### config.mk
export PLATFORM = sky130hd
export DESIGN_NAME = armleocpu_axi_arbiter2
export DESIGN_NICKNAME = d
export VERILOG_FILES = /design/src/rtl/armleocpu_axi_arbiter2.sv
export SDC_FILE = /design/constraint.sdc
export NUM_CORES = 1
export LEC_CHECK = 0
export BUFFER_PORTS_ARGS = -buffer_cell sky130_fd_sc_hd__clkbuf_2
export CORE_AREA = 5 5 220 222
export CTS_BUF_LIST = sky130_fd_sc_hd__clkbuf_4 sky130_fd_sc_hd__clkbuf_8
export CTS_CLUSTER_DIAMETER = 50
export DETAILED_ROUTE_END_ITERATION = 16
export DIE_AREA = 0 0 225 227
export HOLD_SLACK_MARGIN = 0.08
export PLACE_DENSITY = 0.41
export SETUP_SLACK_MARGIN = 0.02
export SYNTH_ARGS = -nofsm -noshare
export SYNTH_HDL_FRONTEND = slang
export SYNTH_SLANG_ARGS = --single-unit
### constraint.sdc
create_clock -name clk -period 4.1 [get_ports clk]
set_input_delay 0.82 -clock clk [delete_from_list [all_inputs] [get_ports clk]]
set_output_delay 0.82 -clock clk [all_outputs]
set_load 0.005 [all_outputs]
### src/rtl/armleocpu_axi_arbiter2.sv
// Two-host AXI4 arbiter: grants one whole read or write transaction at a time,
// round-robin between hosts; lock/ID/payload pass through unchanged.
//
// state | meaning
// IDLE  | no grant; arbitrate between pending host requests
// READ  | granted host owns AR and R until the rlast beat handshakes
// WRITE | granted host owns AW, W and B until the B handshake
module armleocpu_axi_arbiter2 #(
   parameter int ADDR_WIDTH = 32,
   parameter int ID_WIDTH   = 4,
   parameter int DATA_WIDTH = 32,
   localparam int DATA_STROBES = DATA_WIDTH / 8
) (
   input  logic                    clk,
   input  logic                    rst_n,

   input  logic                    host0_axi_awvalid,
   output logic                    host0_axi_awready,
   input  logic [ADDR_WIDTH-1:0]   host0_axi_awaddr,
   input  logic [7:0]              host0_axi_awlen,
   input  logic [2:0]              host0_axi_awsize,
   input  logic [1:0]              host0_axi_awburst,
   input  logic [ID_WIDTH-1:0]     host0_axi_awid,
   input  logic                    host0_axi_awlock,
   input  logic                    host0_axi_wvalid,
   output logic                    host0_axi_wready,
   input  logic [DATA_WIDTH-1:0]   host0_axi_wdata,
   input  logic [DATA_STROBES-1:0] host0_axi_wstrb,
   input  logic                    host0_axi_wlast,
   output logic                    host0_axi_bvalid,
   input  logic                    host0_axi_bready,
   output logic [1:0]              host0_axi_bresp,
   output logic [ID_WIDTH-1:0]     host0_axi_bid,
   input  logic                    host0_axi_arvalid,
   output logic                    host0_axi_arready,
   input  logic [ADDR_WIDTH-1:0]   host0_axi_araddr,
   input  logic [7:0]              host0_axi_arlen,
   input  logic [2:0]              host0_axi_arsize,
   input  logic [1:0]              host0_axi_arburst,
   input  logic [ID_WIDTH-1:0]     host0_axi_arid,
   input  logic                    host0_axi_arlock,
   output logic                    host0_axi_rvalid,
   input  logic                    host0_axi_rready,
   output logic [1:0]              host0_axi_rresp,
   output logic                    host0_axi_rlast,
   output logic [DATA_WIDTH-1:0]   host0_axi_rdata,
   output logic [ID_WIDTH-1:0]     host0_axi_rid,

   input  logic                    host1_axi_awvalid,
   output logic                    host1_axi_awready,
   input  logic [ADDR_WIDTH-1:0]   host1_axi_awaddr,
   input  logic [7:0]              host1_axi_awlen,
   input  logic [2:0]              host1_axi_awsize,
   input  logic [1:0]              host1_axi_awburst,
   input  logic [ID_WIDTH-1:0]     host1_axi_awid,
   input  logic                    host1_axi_awlock,
   input  logic                    host1_axi_wvalid,
   output logic                    host1_axi_wready,
   input  logic [DATA_WIDTH-1:0]   host1_axi_wdata,
   input  logic [DATA_STROBES-1:0] host1_axi_wstrb,
   input  logic                    host1_axi_wlast,
   output logic                    host1_axi_bvalid,
   input  logic                    host1_axi_bready,
   output logic [1:0]              host1_axi_bresp,
   output logic [ID_WIDTH-1:0]     host1_axi_bid,
   input  logic                    host1_axi_arvalid,
   output logic                    host1_axi_arready,
   input  logic [ADDR_WIDTH-1:0]   host1_axi_araddr,
   input  logic [7:0]              host1_axi_arlen,
   input  logic [2:0]              host1_axi_arsize,
   input  logic [1:0]              host1_axi_arburst,
   input  logic [ID_WIDTH-1:0]     host1_axi_arid,
   input  logic                    host1_axi_arlock,
   output logic                    host1_axi_rvalid,
   input  logic                    host1_axi_rready,
   output logic [1:0]              host1_axi_rresp,
   output logic                    host1_axi_rlast,
   output logic [DATA_WIDTH-1:0]   host1_axi_rdata,
   output logic [ID_WIDTH-1:0]     host1_axi_rid,

   output logic                    memory_axi_awvalid,
   input  logic                    memory_axi_awready,
   output logic [ADDR_WIDTH-1:0]   memory_axi_awaddr,
   output logic [7:0]              memory_axi_awlen,
   output logic [2:0]              memory_axi_awsize,
   output logic [1:0]              memory_axi_awburst,
   output logic [ID_WIDTH-1:0]     memory_axi_awid,
   output logic                    memory_axi_awlock,
   output logic                    memory_axi_wvalid,
   input  logic                    memory_axi_wready,
   output logic [DATA_WIDTH-1:0]   memory_axi_wdata,
   output logic [DATA_STROBES-1:0] memory_axi_wstrb,
   output logic                    memory_axi_wlast,
   input  logic                    memory_axi_bvalid,
   output logic                    memory_axi_bready,
   input  logic [1:0]              memory_axi_bresp,
   input  logic [ID_WIDTH-1:0]     memory_axi_bid,
   output logic                    memory_axi_arvalid,
   input  logic                    memory_axi_arready,
   output logic [ADDR_WIDTH-1:0]   memory_axi_araddr,
   output logic [7:0]              memory_axi_arlen,
   output logic [2:0]              memory_axi_arsize,
   output logic [1:0]              memory_axi_arburst,
   output logic [ID_WIDTH-1:0]     memory_axi_arid,
   output logic                    memory_axi_arlock,
   input  logic                    memory_axi_rvalid,
   output logic                    memory_axi_rready,
   input  logic [1:0]              memory_axi_rresp,
   input  logic                    memory_axi_rlast,
   input  logic [DATA_WIDTH-1:0]   memory_axi_rdata,
   input  logic [ID_WIDTH-1:0]     memory_axi_rid
);

   typedef enum logic [1:0] {
      IDLE  = 2'd0,
      READ  = 2'd1,
      WRITE = 2'd2
   } state_t;

   state_t state, state_nxt;
   logic   grant, grant_nxt;
   logic   last_grant, last_grant_nxt;
   logic   ar_done, ar_done_nxt;
   logic   aw_done, aw_done_nxt;
   logic   w_done, w_done_nxt;

   logic   req0, req1, winner;
   logic   sel_arvalid, sel_awvalid, sel_wvalid, sel_wlast, sel_rready, sel_bready;
   logic   sel_arready, sel_awready, sel_wready, sel_rvalid, sel_bvalid;

   assign req0 = host0_axi_arvalid | host0_axi_awvalid;
   assign req1 = host1_axi_arvalid | host1_axi_awvalid;

   assign sel_arvalid = grant ? host1_axi_arvalid : host0_axi_arvalid;
   assign sel_awvalid = grant ? host1_axi_awvalid : host0_axi_awvalid;
   assign sel_wvalid  = grant ? host1_axi_wvalid  : host0_axi_wvalid;
   assign sel_wlast   = grant ? host1_axi_wlast   : host0_axi_wlast;
   assign sel_rready  = grant ? host1_axi_rready  : host0_axi_rready;
   assign sel_bready  = grant ? host1_axi_bready  : host0_axi_bready;

   // Payloads follow the registered grant; only handshakes are gated by state.
   assign memory_axi_awaddr  = grant ? host1_axi_awaddr  : host0_axi_awaddr;
   assign memory_axi_awlen   = grant ? host1_axi_awlen   : host0_axi_awlen;
   assign memory_axi_awsize  = grant ? host1_axi_awsize  : host0_axi_awsize;
   assign memory_axi_awburst = grant ? host1_axi_awburst : host0_axi_awburst;
   assign memory_axi_awid    = grant ? host1_axi_awid    : host0_axi_awid;
   assign memory_axi_awlock  = grant ? host1_axi_awlock  : host0_axi_awlock;
   assign memory_axi_wdata   = grant ? host1_axi_wdata   : host0_axi_wdata;
   assign memory_axi_wstrb   = grant ? host1_axi_wstrb   : host0_axi_wstrb;
   assign memory_axi_wlast   = sel_wlast;
   assign memory_axi_araddr  = grant ? host1_axi_araddr  : host0_axi_araddr;
   assign memory_axi_arlen   = grant ? host1_axi_arlen   : host0_axi_arlen;
   assign memory_axi_arsize  = grant ? host1_axi_arsize  : host0_axi_arsize;
   assign memory_axi_arburst = grant ? host1_axi_arburst : host0_axi_arburst;
   assign memory_axi_arid    = grant ? host1_axi_arid    : host0_axi_arid;
   assign memory_axi_arlock  = grant ? host1_axi_arlock  : host0_axi_arlock;

   assign host0_axi_bresp = memory_axi_bresp;
   assign host0_axi_bid   = memory_axi_bid;
   assign host0_axi_rresp = memory_axi_rresp;
   assign host0_axi_rlast = memory_axi_rlast;
   assign host0_axi_rdata = memory_axi_rdata;
   assign host0_axi_rid   = memory_axi_rid;
   assign host1_axi_bresp = memory_axi_bresp;
   assign host1_axi_bid   = memory_axi_bid;
   assign host1_axi_rresp = memory_axi_rresp;
   assign host1_axi_rlast = memory_axi_rlast;
   assign host1_axi_rdata = memory_axi_rdata;
   assign host1_axi_rid   = memory_axi_rid;

   assign host0_axi_arready = ~grant & sel_arready;
   assign host0_axi_awready = ~grant & sel_awready;
   assign host0_axi_wready  = ~grant & sel_wready;
   assign host0_axi_rvalid  = ~grant & sel_rvalid;
   assign host0_axi_bvalid  = ~grant & sel_bvalid;
   assign host1_axi_arready =  grant & sel_arready;
   assign host1_axi_awready =  grant & sel_awready;
   assign host1_axi_wready  =  grant & sel_wready;
   assign host1_axi_rvalid  =  grant & sel_rvalid;
   assign host1_axi_bvalid  =  grant & sel_bvalid;

   always_ff @(posedge clk or negedge rst_n) begin
      if (!rst_n) begin
         state      <= IDLE;
         grant      <= 1'b0;
         last_grant <= 1'b1;
         ar_done    <= 1'b0;
         aw_done    <= 1'b0;
         w_done     <= 1'b0;
      end else begin
         state      <= state_nxt;
         grant      <= grant_nxt;
         last_grant <= last_grant_nxt;
         ar_done    <= ar_done_nxt;
         aw_done    <= aw_done_nxt;
         w_done     <= w_done_nxt;
      end
   end

   always_comb begin
      state_nxt          = state;
      grant_nxt          = grant;
      last_grant_nxt     = last_grant;
      ar_done_nxt        = ar_done;
      aw_done_nxt        = aw_done;
      w_done_nxt         = w_done;
      winner             = 1'b0;
      memory_axi_arvalid = 1'b0;
      memory_axi_awvalid = 1'b0;
      memory_axi_wvalid  = 1'b0;
      memory_axi_rready  = 1'b0;
      memory_axi_bready  = 1'b0;
      sel_arready        = 1'b0;
      sel_awready        = 1'b0;
      sel_wready         = 1'b0;
      sel_rvalid         = 1'b0;
      sel_bvalid         = 1'b0;

      case (state)
         IDLE: begin
            if (req0 | req1) begin
               winner         = (req0 & req1) ? ~last_grant : req1;
               grant_nxt      = winner;
               last_grant_nxt = winner;
               ar_done_nxt    = 1'b0;
               aw_done_nxt    = 1'b0;
               w_done_nxt     = 1'b0;
               // A read wins over a simultaneous write from the same host.
               if (winner ? host1_axi_arvalid : host0_axi_arvalid)
                  state_nxt = READ;
               else
                  state_nxt = WRITE;
            end
         end

         READ: begin
            memory_axi_arvalid = sel_arvalid & ~ar_done;
            sel_arready        = memory_axi_arready & ~ar_done;
            if (memory_axi_arvalid & memory_axi_arready)
               ar_done_nxt = 1'b1;
            sel_rvalid         = memory_axi_rvalid;
            memory_axi_rready  = sel_rready;
            if (memory_axi_rvalid & sel_rready & memory_axi_rlast)
               state_nxt = IDLE;
         end

         WRITE: begin
            memory_axi_awvalid = sel_awvalid & ~aw_done;
            sel_awready        = memory_axi_awready & ~aw_done;
            if (memory_axi_awvalid & memory_axi_awready)
               aw_done_nxt = 1'b1;
            memory_axi_wvalid  = sel_wvalid & ~w_done;
            sel_wready         = memory_axi_wready & ~w_done;
            if (memory_axi_wvalid & memory_axi_wready & sel_wlast)
               w_done_nxt = 1'b1;
            // The response is only meaningful once address and data have both left.
            if (aw_done & w_done) begin
               sel_bvalid        = memory_axi_bvalid;
               memory_axi_bready = sel_bready;
               if (memory_axi_bvalid & sel_bready)
                  state_nxt = IDLE;
            end
         end

         default: state_nxt = IDLE;
      endcase
   end

endmodule

==> results of run 1 <==
path summary, 6_finish.rpt:
check / to / slack, ns / depth (start not counted)
max: memory_axi_wdata[28] / 1.26 / 3
min: grant / 0.43 / 1
max reg2reg: ar_done / 2.23 / 4
min reg2reg: ar_done / 0.53 / 1
max in group asynchronous: last_grant / 3.43 / 1
min in group clk: ar_done / 0.53 / 1
final cells by class:
type	count	share of cell area
Antenna cell	1	0.000485
Clock buffer	4	0.00946
Inverter	2	0.00146
Multi-Input combinational cell	185	0.362
Sequential cell	7	0.0349
Tap cell	607	0.147
Timing Repair Buffer	450	0.444
power groups by stage:
stage          Clock, uW  Sequential (uW)  Combinational (uW)
2_1_floorplan          0              126                1230
3_3_place_gp           0              246                1780
3_5_place_dp           0              247                1790
4_1_cts              110              247                1790
5_1_grt              114              256                1900
6_report             107              238                1740
metrics by stage:
stage | total power (uW) | setup WS [ns] | cells | util
2_1_floorplan | 1350 | 2.12 | 301 | -
5_1_grt | 2270 | 1.13 | 1255 | 0.112
3_5_place_dp | 2030 | 1.40 | 1251 | 0.111
4_1_cts | 2150 | 1.15 | 1255 | 0.112
3_3_place_gp | 2030 | 1.42 | 1251 | 0.111
6_report | 2090 | 1.26 | 1256 | 0.112
sequential cells by signal, summed over array words and instances, names as in the netlist:
name	flops
state	2
last_grant	1
grant	1
aw_done	1
ar_done	1
w_done	1
synth_stat cells:
cell / count
a21boi_0: 1
a22o_1: 3
a32o_1: 1
and3_1: 2
buf_2: 2
buf_4: 91
buf_6: 14
dfrtp_1: 6
dfstp_2: 1
inv_1: 2
mux2_2: 138
mux2i_1: 5
nand2_1: 3
nand2b_1: 3
nand2b_2: 1
nand3_1: 2
nand3b_1: 1
nor2_1: 9
nor2b_1: 2
nor3_1: 5
nor3_2: 2
o21a_1: 1
o21ai_0: 2
o221a_1: 1
o22ai_1: 1
o32a_1: 1
o41ai_2: 1
cells by family after synthesis:
kind of cell           after synthesis  synth area share
AND/OR/NAND/NOR                     30            0.0551
AO/OA/AOI/OAI                       12            0.0362
multiplexers                       143             0.552
buffers and inverters              109             0.296
flip-flops                           7            0.0607
per-layer routing:
| layer | wire length, um | part of all wire |
|---|---|---|
| met2 | 9090 | 0.47 |
| met5 | 50 | 0.0026 |
| met4 | 99 | 0.0052 |
| met3 | 2740 | 0.14 |
| met1 | 7250 | 0.38 |
==> flow_summary.json, run 1 <==
{
  "crit_type": "reg2out",
  "synth-seq-area-share": 0.0607,
  "max_stage_delay_ns": 0.89,
  "timing.final.max_slew_violations": 0,
  "ys_types": 27,
  "rr_startpoint": "grant",
  "fin_setup_tns_ns": 0,
  "grt_pass1_vias": 3831,
  "die_x_um": 225,
  "place_area_mm2": 0.00511,
  "cap_violations": 0,
  "end_kind": "output pin",
  "cts_hold_buf": 0,
  "switchingPower_uw": 905,
  "fill_cells": 5368,
  "root_buffer": "clkbuf_8",
  "htree_levels": 1,
  "grt.met1_usage": 0.0754,
  "postCtsSetupRepairBufs": 0,
  "clock_latency_ns": 0.23,
  "grt_overflow": 0,
  "io_buffers": 445,
  "final_common_cell": "clkbuf_2",
  "netlist.area_leader.share": 0.535,
  "power_frac_clock": 0.051,
  "chipHeight_um": 227,
  "vdd_drop_max_uv": 198,
  "holdWs_ns": 0.426,
  "slew_headroom": 0.526,
  "crit_arrival_ns": 2.02,
  "p_sw_frac": 0.434,
  "wirelength_um": 19200,
  "rsz0062_at_grt": "false",
  "core_area_mm2": 0.0462,
  "critPathMaxFanout": 45,
  "finalClockSkew_ns": 0.00414,
  "drive_above_1_share": 0.923,
  "clockBufferDepth": 2,
  "first_pass_iters": 4,
  "synth_area_leader_cell": "mux2_2",
  "setup_viol": 0,
  "required_ns": 3.28,
  "dr_total_vias": 3649,
  "setup.worst_path.start_class": "register",
  "path_buf_inv": 2,
  "fmax_ghz": 0.353,
  "cp-startpoint": "grant",
  "fin_crit_sh": 0.692,
  "ant_nets": 0,
  "syn_area_per_cell_um2": 9.65,
  "grt_usage": 0.0646,
  "worst_pin_slew_ns": 0.712,
  "syn_to_final_growth_pct": 77.6,
  "drt_iter0_drc": 64,
  "initial_core_util": 0.0629,
  "globalplace.congestion": 0.738,
  "path_clk_slew_ns": 0.04,
  "synth-seq-cells": 7,
  "dp_hpwl_um": 17600,
  "multi_input_area_mm2": 0.00187,
  "report.final.hold_viol_count": 0,
  "fin_nets": 985,
  "final_cell_mix": "clkbuf_2, mux2_2, nor2_1",
  "path_cells": "buf_12 > mux2_2 > clkbuf_2",
  "hold_path_class": "in2async",
  "synthesis.area_mm2": 0.00290,
  "rows": 79,
  "p_comb_frac": 0.835,
  "power_density_mw_per_mm2": 405,
  "met2_usage": 0.112,
  "numCtsBuffers": 3,
  "die-area_mm2": 0.0511,
  "post_drt_wl_per_cell_um": 15.3,
  "ys_warn_count": 0,
  "antenna_found_initial": 4,
  "cp_top_family": "flip-flops",
  "grt_pass1_wl_um": 24300,
  "synth_nets": 637,
  "power.internal_uw": 1180,
  "top_usage_layer": "met2",
  "clock_sinks": 7,
  "netlist_top_cells_area": "mux2_2, buf_4, buf_6",
  "drc_errors": 0,
  "final_area_mm2": 0.00516,
  "ctsResizeCount": 0,
  "cp_slowest_cell": "dfrtp_4",
  "regArea_um2": 180,
  "vias_per_cell": 2.91,
  "p_leak_uw": 0.00265,
  "cts_tree": "done",
  "grt_max_degree": 46,
  "ioPinCount": 578,
  "finalWorstPathRequiredPeriod_ns": 2.84,
  "sequentialPowerShare": 0.114,
  "grt_util_met3": 0.0291,
  "postSynthCellCount": 301,
  "outcome": "finished, final reports clean"
}
Power figures use the tool's default switching activity.
==> run 2, diff against run 1 <==
- CORE_AREA: 5 5 220 222 -> 5 5 224 226
- DIE_AREA: 0 0 225 227 -> 0 0 229 231
- clock period: 4.1 -> 2.3 ns (I/O delays scaled with it)
==> flow_summary.json, run 2 (synthesized netlist as in run 1, its figures left out) <==
{
  "outcome": "finished, final reports clean",
  "hold_path_class": "in2reg",
  "grt_pass1_wl_um": 21400,
  "first_pass_iters": 4,
  "setup_ws_ns": 0.162,
  "clock_sinks": 7,
  "hold_path.startpoint": "memory_axi_awready",
  "largest_register": "state",
  "rrSetupSlack_ns": 0.64,
  "power.internal_uw": 2110,
  "final_cell_mix": "clkbuf_2, mux2_2, nor2_1",
  "dr_total_vias": 3567,
  "antenna_found_initial": 1,
  "fill_cells": 5556,
  "postCtsSetupRepairBufs": 0,
  "grt_pass1_vias": 3766,
  "ioPinCount": 578,
  "place_area_mm2": 0.00512,
  "fin_nets": 986,
  "report.final.hold_viol_count": 0,
  "final_common_cell": "clkbuf_2",
  "fin_crit_sh": 0.930,
  "wirelength_um": 15500,
  "sequentialPowerShare": 0.081,
  "power_density_mw_per_mm2": 688,
  "chipHeight_um": 231,
  "final_area_mm2": 0.00519,
  "setup.worst_path.start_class": "register",
  "hold_end": "aw_done",
  "globalplace.congestion": 0.839,
  "grt_overflow": 0,
  "largest_register_ffs": 2,
  "die_x_um": 229,
  "vias_per_cell": 2.80,
  "drt_iter0_drc": 44,
  "end_kind": "output pin",
  "drive_above_1_share": 0.921,
  "fmax_ghz": 0.468,
  "grt_max_degree": 59,
  "rr_startpoint": "grant",
  "ctsResizeCount": 0,
  "fin_setup_tns_ns": 0,
  "finalClockSkew_ns": 0.00273,
  "p_leak_uw": 0.00266,
  "core_area_mm2": 0.0481,
  "power_frac_clock": 0.052,
  "post_drt_wl_per_cell_um": 12.2,
  "worst_pin_slew_ns": 0.387,
  "cts_tree": "done",
  "root_buffer": "clkbuf_8",
  "numCtsBuffers": 3,
  "ant_nets": 0,
  "drc_errors": 0,
  "crit_arrival_ns": 1.68,
  "p_comb_frac": 0.867,
  "critPathMaxFanout": 58,
  "grt_usage": 0.0511,
  "clockBufferDepth": 2,
  "initial_core_util": 0.0603,
  "htree_levels": 1,
  "required_ns": 1.84,
  "dp_hpwl_um": 14100,
  "clock_latency_ns": 0.23,
  "r2r-end": "w_done",
  "vdd_drop_max_uv": 466,
  "syn_to_final_growth_pct": 78.6,
  "p_sw_frac": 0.409,
  "slew_headroom": 0.742,
  "die-area_mm2": 0.0529,
  "pre_cts_ws_ns": 0.418,
  "switchingPower_uw": 1460,
  "rsz0062_at_grt": "false",
  "rows": 81,
  "ff2ff_path_depth": 3,
  "holdPathStages": 2,
  "cap_violations": 0,
  "io_buffers": 445,
  "setup_viol": 0,
  "path_clk_slew_ns": 0.04,
  "timing.final.max_slew_violations": 0,
  "crit_type": "reg2out",
  "finalWorstPathRequiredPeriod_ns": 2.14
}
run 2: cell types whose count changed in the layout (fill, tap and decap cells not counted):
| cell | before | now |
|---|---|---|
| dlygate4sd3_1 | 0 | 1 |
run 2: layer usage:
metal | wire (um) | track usage | part of all wire
met1 | 5460 | 0.0534 | 0.35
met4 | 165 | 0.0107 | 0.011
met2 | 7330 | 0.0866 | 0.47
met5 | 0 | 0.00276 | 0
met3 | 2570 | 0.0330 | 0.17
run 2: through the flow:
stage | total power, uW | hold slack [ns] | cells | utilization
2_1_floorplan | 2410 | 0.164 | 301 | -
3_3_place_gp | 3410 | 0.317 | 1266 | 0.106
3_5_place_dp | 3420 | 0.320 | 1266 | 0.106
4_1_cts | 3630 | 0.474 | 1271 | 0.108
5_1_grt | 3870 | 0.489 | 1272 | 0.108
6_report | 3570 | 0.487 | 1272 | 0.108
run 2: cell type report:
cell class / instances / area (um2) / share of cell area
sequential: 7 / 180 / 0.0347
tap: 622 / 778 / 0.150
timing repair buffer: 451 / 2300 / 0.443
antenna: 1 / 2.50 / 0.000483
inverter: 2 / 7.51 / 0.00145
clock buffer: 4 / 48.8 / 0.00941
multi-input combinational: 185 / 1870 / 0.360
run 2: power groups by stage:
stage	logic (uW)	registers [uW]	clock network (uW)
detailed placement	3130	294	0
global route	3360	304	200
finish	3090	289	186
floorplan	2190	224	0
global placement	3120	293	0
CTS	3150	293	195
run 2: worst max-delay path by stage:
stage	start	endpoint	slack, ns
floorplan	grant	memory_axi_araddr[0]	0.77
global route	grant	memory_axi_wdata[0]	0.11
detailed placement	grant	memory_axi_wdata[0]	0.42
finish	grant	memory_axi_wdata[0]	0.16
CTS	grant	memory_axi_wdata[0]	0.17
global placement	grant	memory_axi_wdata[0]	0.44
run 2: timing repair:
action | CTS | global route
hold endpoints to repair | 6 | 0
setup endpoints to repair | 0 | 0
hold buffers | 1 | 0
run 2: critical path, stage by stage (launching register included):
cell,delay [ns]
dfrtp_4,0.53
buf_12,0.29
mux2_2,0.43
clkbuf_2,0.13
